$ cat src/rtl/image_line_feeder.sv
// Line-credit feeder for the 3x3 convolution stage: preloads a few lines, then
// releases one line per line-free interrupt edge, and finally appends zero pad lines.
module image_line_feeder #(
    parameter int DATA_WIDTH    = 12,
    parameter int IMG_WIDTH     = 512,
    parameter int IMG_HEIGHT    = 512,
    parameter int PRELOAD_LINES = 4,
    parameter int PAD_LINES     = 2
) (
    input  logic                  axi_clk,
    input  logic                  axi_reset,
    input  logic                  start,
    input  logic                  s_pixel_valid,
    input  logic [DATA_WIDTH-1:0] s_pixel_data,
    output logic                  s_pixel_ready,
    input  logic                  i_intr,
    input  logic                  i_data_ready,
    output logic                  o_data_valid,
    output logic [DATA_WIDTH-1:0] o_data,
    output logic                  busy,
    output logic                  frame_done,
    output logic                  err_overflow
);

    localparam int COL_W    = (IMG_WIDTH > 1) ? $clog2(IMG_WIDTH) : 1;
    localparam int LINE_MAX = (IMG_HEIGHT > PAD_LINES) ? IMG_HEIGHT : PAD_LINES;
    localparam int LINE_W   = (LINE_MAX > 1) ? $clog2(LINE_MAX) : 1;
    localparam int CRED_W   = $clog2(PRELOAD_LINES + 1);

    localparam logic [COL_W-1:0]  COL_LAST      = COL_W'(IMG_WIDTH - 1);
    localparam logic [LINE_W-1:0] LINE_IMG_LAST = LINE_W'(IMG_HEIGHT - 1);
    localparam logic [LINE_W-1:0] LINE_PAD_LAST = LINE_W'(PAD_LINES - 1);
    localparam logic [CRED_W-1:0] CRED_MAX      = CRED_W'(PRELOAD_LINES);

    typedef enum logic [1:0] {IDLE, IMAGE, PAD, DONE} state_t;

    state_t              state_reg, state_next;
    logic [COL_W-1:0]    col_reg;
    logic [LINE_W-1:0]   line_reg;
    logic [CRED_W-1:0]   credits_reg;
    logic                intr_d;

    logic running, has_credit, rise, issue, completion, last_line;

    always_comb begin
        state_next    = state_reg;
        running       = (state_reg == IMAGE) || (state_reg == PAD);
        has_credit    = (credits_reg != '0);
        rise          = i_intr & ~intr_d & running;
        s_pixel_ready = (state_reg == IMAGE) && has_credit && i_data_ready;
        issue         = has_credit && i_data_ready &&
                        (((state_reg == IMAGE) && s_pixel_valid) || (state_reg == PAD));
        completion    = issue && (col_reg == COL_LAST);
        last_line     = (state_reg == IMAGE) ? (line_reg == LINE_IMG_LAST)
                                             : (line_reg == LINE_PAD_LAST);
        busy          = (state_reg != IDLE);
        frame_done    = (state_reg == DONE);

        case (state_reg)
            IDLE:    if (start) state_next = IMAGE;
            IMAGE:   if (completion && last_line) state_next = PAD;
            PAD:     if (completion && last_line) state_next = DONE;
            DONE:    state_next = IDLE;
            default: state_next = IDLE;
        endcase
    end

    always_ff @(posedge axi_clk) begin
        if (axi_reset) begin
            state_reg    <= IDLE;
            col_reg      <= '0;
            line_reg     <= '0;
            credits_reg  <= '0;
            intr_d       <= 1'b0;
            o_data_valid <= 1'b0;
            o_data       <= '0;
            err_overflow <= 1'b0;
        end else begin
            state_reg    <= state_next;
            intr_d       <= i_intr;
            o_data_valid <= issue;
            if (issue)
                o_data <= (state_reg == IMAGE) ? s_pixel_data : '0;

            if (state_reg == IDLE) begin
                if (start) begin
                    col_reg      <= '0;
                    line_reg     <= '0;
                    credits_reg  <= CRED_MAX;
                    err_overflow <= 1'b0;
                end
            end else if (running) begin
                if (issue)
                    col_reg <= completion ? '0 : col_reg + 1'b1;
                // The line counter restarts at the image/pad boundary to count pad lines.
                if (completion)
                    line_reg <= ((state_reg == IMAGE) && last_line) ? '0 : line_reg + 1'b1;
                if (rise && !completion) begin
                    if (credits_reg == CRED_MAX)
                        err_overflow <= 1'b1;
                    else
                        credits_reg <= credits_reg + 1'b1;
                end else if (!rise && completion) begin
                    credits_reg <= credits_reg - 1'b1;
                end
            end
        end
    end

endmodule

$ cat config.mk
export PLATFORM = sky130hd
export DESIGN_NAME = image_line_feeder
export DESIGN_NICKNAME = d
export VERILOG_FILES = /design/src/rtl/image_line_feeder.sv
export SDC_FILE = /design/constraint.sdc
export NUM_CORES = 1
export LEC_CHECK = 0
export ABC_AREA = 1
export CAP_MARGIN = 20
export CORE_MARGIN = 2
export CORE_UTILIZATION = 48
export CTS_BUF_LIST = sky130_fd_sc_hd__clkbuf_4 sky130_fd_sc_hd__clkbuf_8 sky130_fd_sc_hd__clkbuf_16
export CTS_CLUSTER_SIZE = 16
export DETAILED_ROUTE_END_ITERATION = 10
export PLACE_DENSITY = 0.77
export SLEW_MARGIN = 40
export SYNTH_ARGS = -nofsm -noshare
export SYNTH_HDL_FRONTEND = slang
export SYNTH_SLANG_ARGS = --single-unit
$ cat constraint.sdc
create_clock -name axi_clk -period 2.4 [get_ports axi_clk]
set_input_delay 0.24 -clock axi_clk [delete_from_list [all_inputs] [get_ports axi_clk]]
set_output_delay 0.24 -clock axi_clk [all_outputs]
set_load 0.1 [all_outputs]
==> run_results.csv, run 1 <==
group,metric,value,unit
run_status,status,"finished, final reports clean",
place,dp.cells,377,
cts,cts.path.max_buffers,2,
place,place.gp.congestion,0.7828,
synthesis,syn_nets,321,
critical_path,cp_data_required_time,2.57,ns
timing,fin_skew,0.004792,ns
detailed_routing,routed-via-count,1978,
grt,grtUsageTotal,19.40,%
critical_path,reg2regPathDepth,14,
hold_path,worstHoldStart,"err_overflow",
floorplan,design.core.area,0.004086,sq mm
grt,overflow,0,
grt,grt_max_degree,22,
layout,final_util,64.73,%
timing,fmax,0.4461,GHz
synthesis,synth_edf_count,0,
cts,cts_num_sinks,38,
floorplan,die_x,69.72,um
layout,largest_reg_flops,12,
synthesis,synthArstFlopShare,0,%
cts,clk_pin_slew,0.07,ns
critical_path,worstSetupPathType,"reg -> reg",
detailed_routing,routed_wl,4.471,mm
timing,slew_viol_final,0,
synthesis,ys_seq_elements,38,
grt,antenna_found_initial,0,
critical_path,arrival,2.42,ns
pwr,p_clk_share,17.0,%
place,postPlaceCellArea,0.002480,sq mm
critical_path,path_max_fanout,3,
hold_path,whs_path_depth,2,
critical_path,cp.depth,14,
cts,insertion_delay,0.29,ns
detailed_routing,dr.pass1.iters,4,
floorplan,die-area,0.004861,sq mm
run,maxCapViolations,0,
grt,grt_pass1_vias,1832,
layout,fill_cells,350,
synthesis,yosys.cell_types.count,30,
detailed_routing,drt_iter0_markers,81,
detailed_routing,postRouteAntennaNets,0,
layout,num-nets-final,366,
timing,slew_headroom,70.52,%
pwr,seq_power_share,30.4,%
floorplan,pin_count,35,
detailed_routing,wl_per_cell,11.52,um
critical_path,cpLargestDelayFamily,"adder cells",
synthesis,synthFlopType,"dfxtp_1",
critical_path,startpoint_type,"register",
hold_path,whs_endpoint,"err_overflow",
layout,areaGrowthSynthToFinish,27.58,%
critical_path,critPathMaxStageDelay,0.38,ns
floorplan,fp.dieH,69.72,um
critical_path,critPathBufInv,2,
layout,insertedDiodeCount,0,
timing,holdWs,0.4476,ns
cts,cts_buffers,5,
layout,seqCellArea,768.2,sq um
synthesis,syn_inst,293,
floorplan,row_count,23,
layout,drive_gt1_share,20.71,%
cts,cts_hold_buf,0,
layout,stdcell_count,388,
synthesis,yosys_warnings,0,
pwr,powerDensity,961.5,mW/mm^2
critical_path,r2r_end,"credits_reg[2]",
pwr,sw_frac_of_total,46.32,%
floorplan,start_util,50.73,%
hold_path,min_path_type,"reg -> reg",
layout,final_cell_mix,"nand2_1, inv_1, dfxtp_1",
synthesis,ys_seq_area_share,36.69,%
cts,htreeDepth,2,
critical_path,r2r-start,"col_reg[0]",
cts,cts_tree,"built",
place,hpwl,3.171,mm
pwr,switchingPower,1178,uW
layout,layout_commonest_cell,"nand2_1",
layout,multiInputGateArea,0.001176,sq mm
synthesis,syn_avg_cell_area,7.076,sq um
detailed_routing,routed_via_density,5.098,
pwr,ir_drop,0.4187,mV
timing,period_share,93.40,%
detailed_routing,route.detailed.drc,0,
timing,setup_violations,0,
critical_path,r2r_setup_slack,0.16,ns
cts,root_buffer,"clkbuf_8",
critical_path,worstPathCellList,"ha_4 > nand4_1 > nor3_2 > ha_2 > nand4_4 > nand2_2 > inv_2 > fa_2 > xnor2_2 > inv_1 > nand2_1 > nand3_2 > nand2_2 > a21oi_2",
synthesis,syn-cell-area,0.002073,sq mm
grt,grt_pass1_wl,7.893,mm
timing,hold_viol,0,
layout,design_area,0.002645,sq mm
pwr,p_int,1365,uW
critical_path,endpoint_kind,"register",
pwr,power.leakage,0.001095,uW
place,portBuffers,34,
timing,tightest_slew,0.4416,ns
critical_path,cp_common_cell,"nand2_2",
timing,final.min_clock_period,2.242,ns
pwr,pwr-share-comb,52.6,%
critical_path,critPathSlowestCell,"fa_2",
-- per-stage QoR --
step	power, uW	setup TNS (ns)	setup slack [ns]
after floorplan	1734	0	0.08039
after global placement	2037	0	0.1295
after detailed placement	2041	0	0.02059
after CTS	2480	0	0.03120
after global routing	2747	-0.01417	-0.01417
final	2543	0	0.1584
-- synthesized netlist by cell type (2+ instances only) --
cell type / n / area share (%)
nand2_1: 67 / 12
nand2_4: 5 / 2.7
inv_2: 2 / 0.36
nand3_1: 29 / 7.0
o21ai_0: 9 / 2.2
xor2_1: 4 / 1.7
ha_1: 9 / 5.4
a21oi_1: 26 / 6.3
inv_1: 36 / 6.5
clkbuf_1: 5 / 0.91
nor3_1: 5 / 1.2
nand2_2: 4 / 1.2
a21oi_2: 2 / 0.85
o21ai_1: 4 / 0.97
nor2_2: 2 / 0.60
nand4_1: 5 / 1.5
nor2_1: 29 / 5.3
dfxtp_1: 38 / 37
-- worst reg2reg max path, delay by kind of cell, from the launching register on --
kind,cells,cell delay [ns]
flip-flops,1,0.37
AND/OR/NAND/NOR,7,0.70
adder cells (fa/ha/maj),3,0.73
XOR/XNOR,1,0.18
buffers and inverters,2,0.11
AO/OA/AOI/OAI,1,0.05
-- power groups by stage --
stage          sequential [uW]  clock, uW  combinational (uW)
2_1_floorplan              834          0                 900
3_3_place_gp               770          0                1270
3_5_place_dp               772          0                1270
4_1_cts                    758        446                1280
5_1_grt                    781        475                1490
6_report                   773        433                1340
-- layout make-up --
type	instances	share of cell area (%)
multi-input combinational	209	44.47
tap	50	2.365
timing repair buffer	45	15.33
sequential	38	29.04
clock buffer	7	3.169
inverter	39	5.629
-- metal layers --
metal / routed length (um) / global-route usage, % / up-vias
met2: 2097 / 31.94 / 47
met3: 212 / 5.233 / 4
met1: 2129 / 25.74 / 893
met4: 31 / 3.846 / 0
li1: - / - / 1034
met5: 0 / 0 / -
-- cell families (layout without fill, tap and decap cells) --
kind of cell / after synthesis / count (layout) / synth area share (%)
adders and majority gates: 10 / 10 / 6.397
DFF: 38 / 38 / 36.69
AOI/OAI and AO/OA: 44 / 44 / 11.71
and+or+nand+nor: 150 / 150 / 34.40
xor gates and xnor gates: 5 / 5 / 2.112
buffers and inverters: 46 / 91 / 8.691
-- timing repair --
action                     in CTS  in global routing
setup endpoints to repair       1                  1
pin swaps                       0                  8
buffers inserted                0                  4
resized for setup               2                 15
-- worst max path at each step --
stage	slack, ns	end	startpoint
final	0.16	credits_reg[2]	col_reg[0]
after global routing	-0.01	credits_reg[2]	col_reg[4]
after CTS	0.03	credits_reg[2]	col_reg[0]
after detailed placement	0.02	credits_reg[2]	col_reg[0]
after global placement	0.13	credits_reg[2]	col_reg[0]
after floorplan	0.08	credits_reg[2]	col_reg[0]
(Power assumes the default switching activity.)
==> run 2, diff against run 1 <==
CAP_MARGIN = 5   (was 20)
==> results of run 2 <==
The final DEF is identical to that of run 1; final timing and power are the same.
==> run 3, diff against run 2 <==
TNS_END_PERCENT = 5   (was not set)
==> results of run 3 <==
The final DEF is identical to that of run 1; final timing and power are the same.
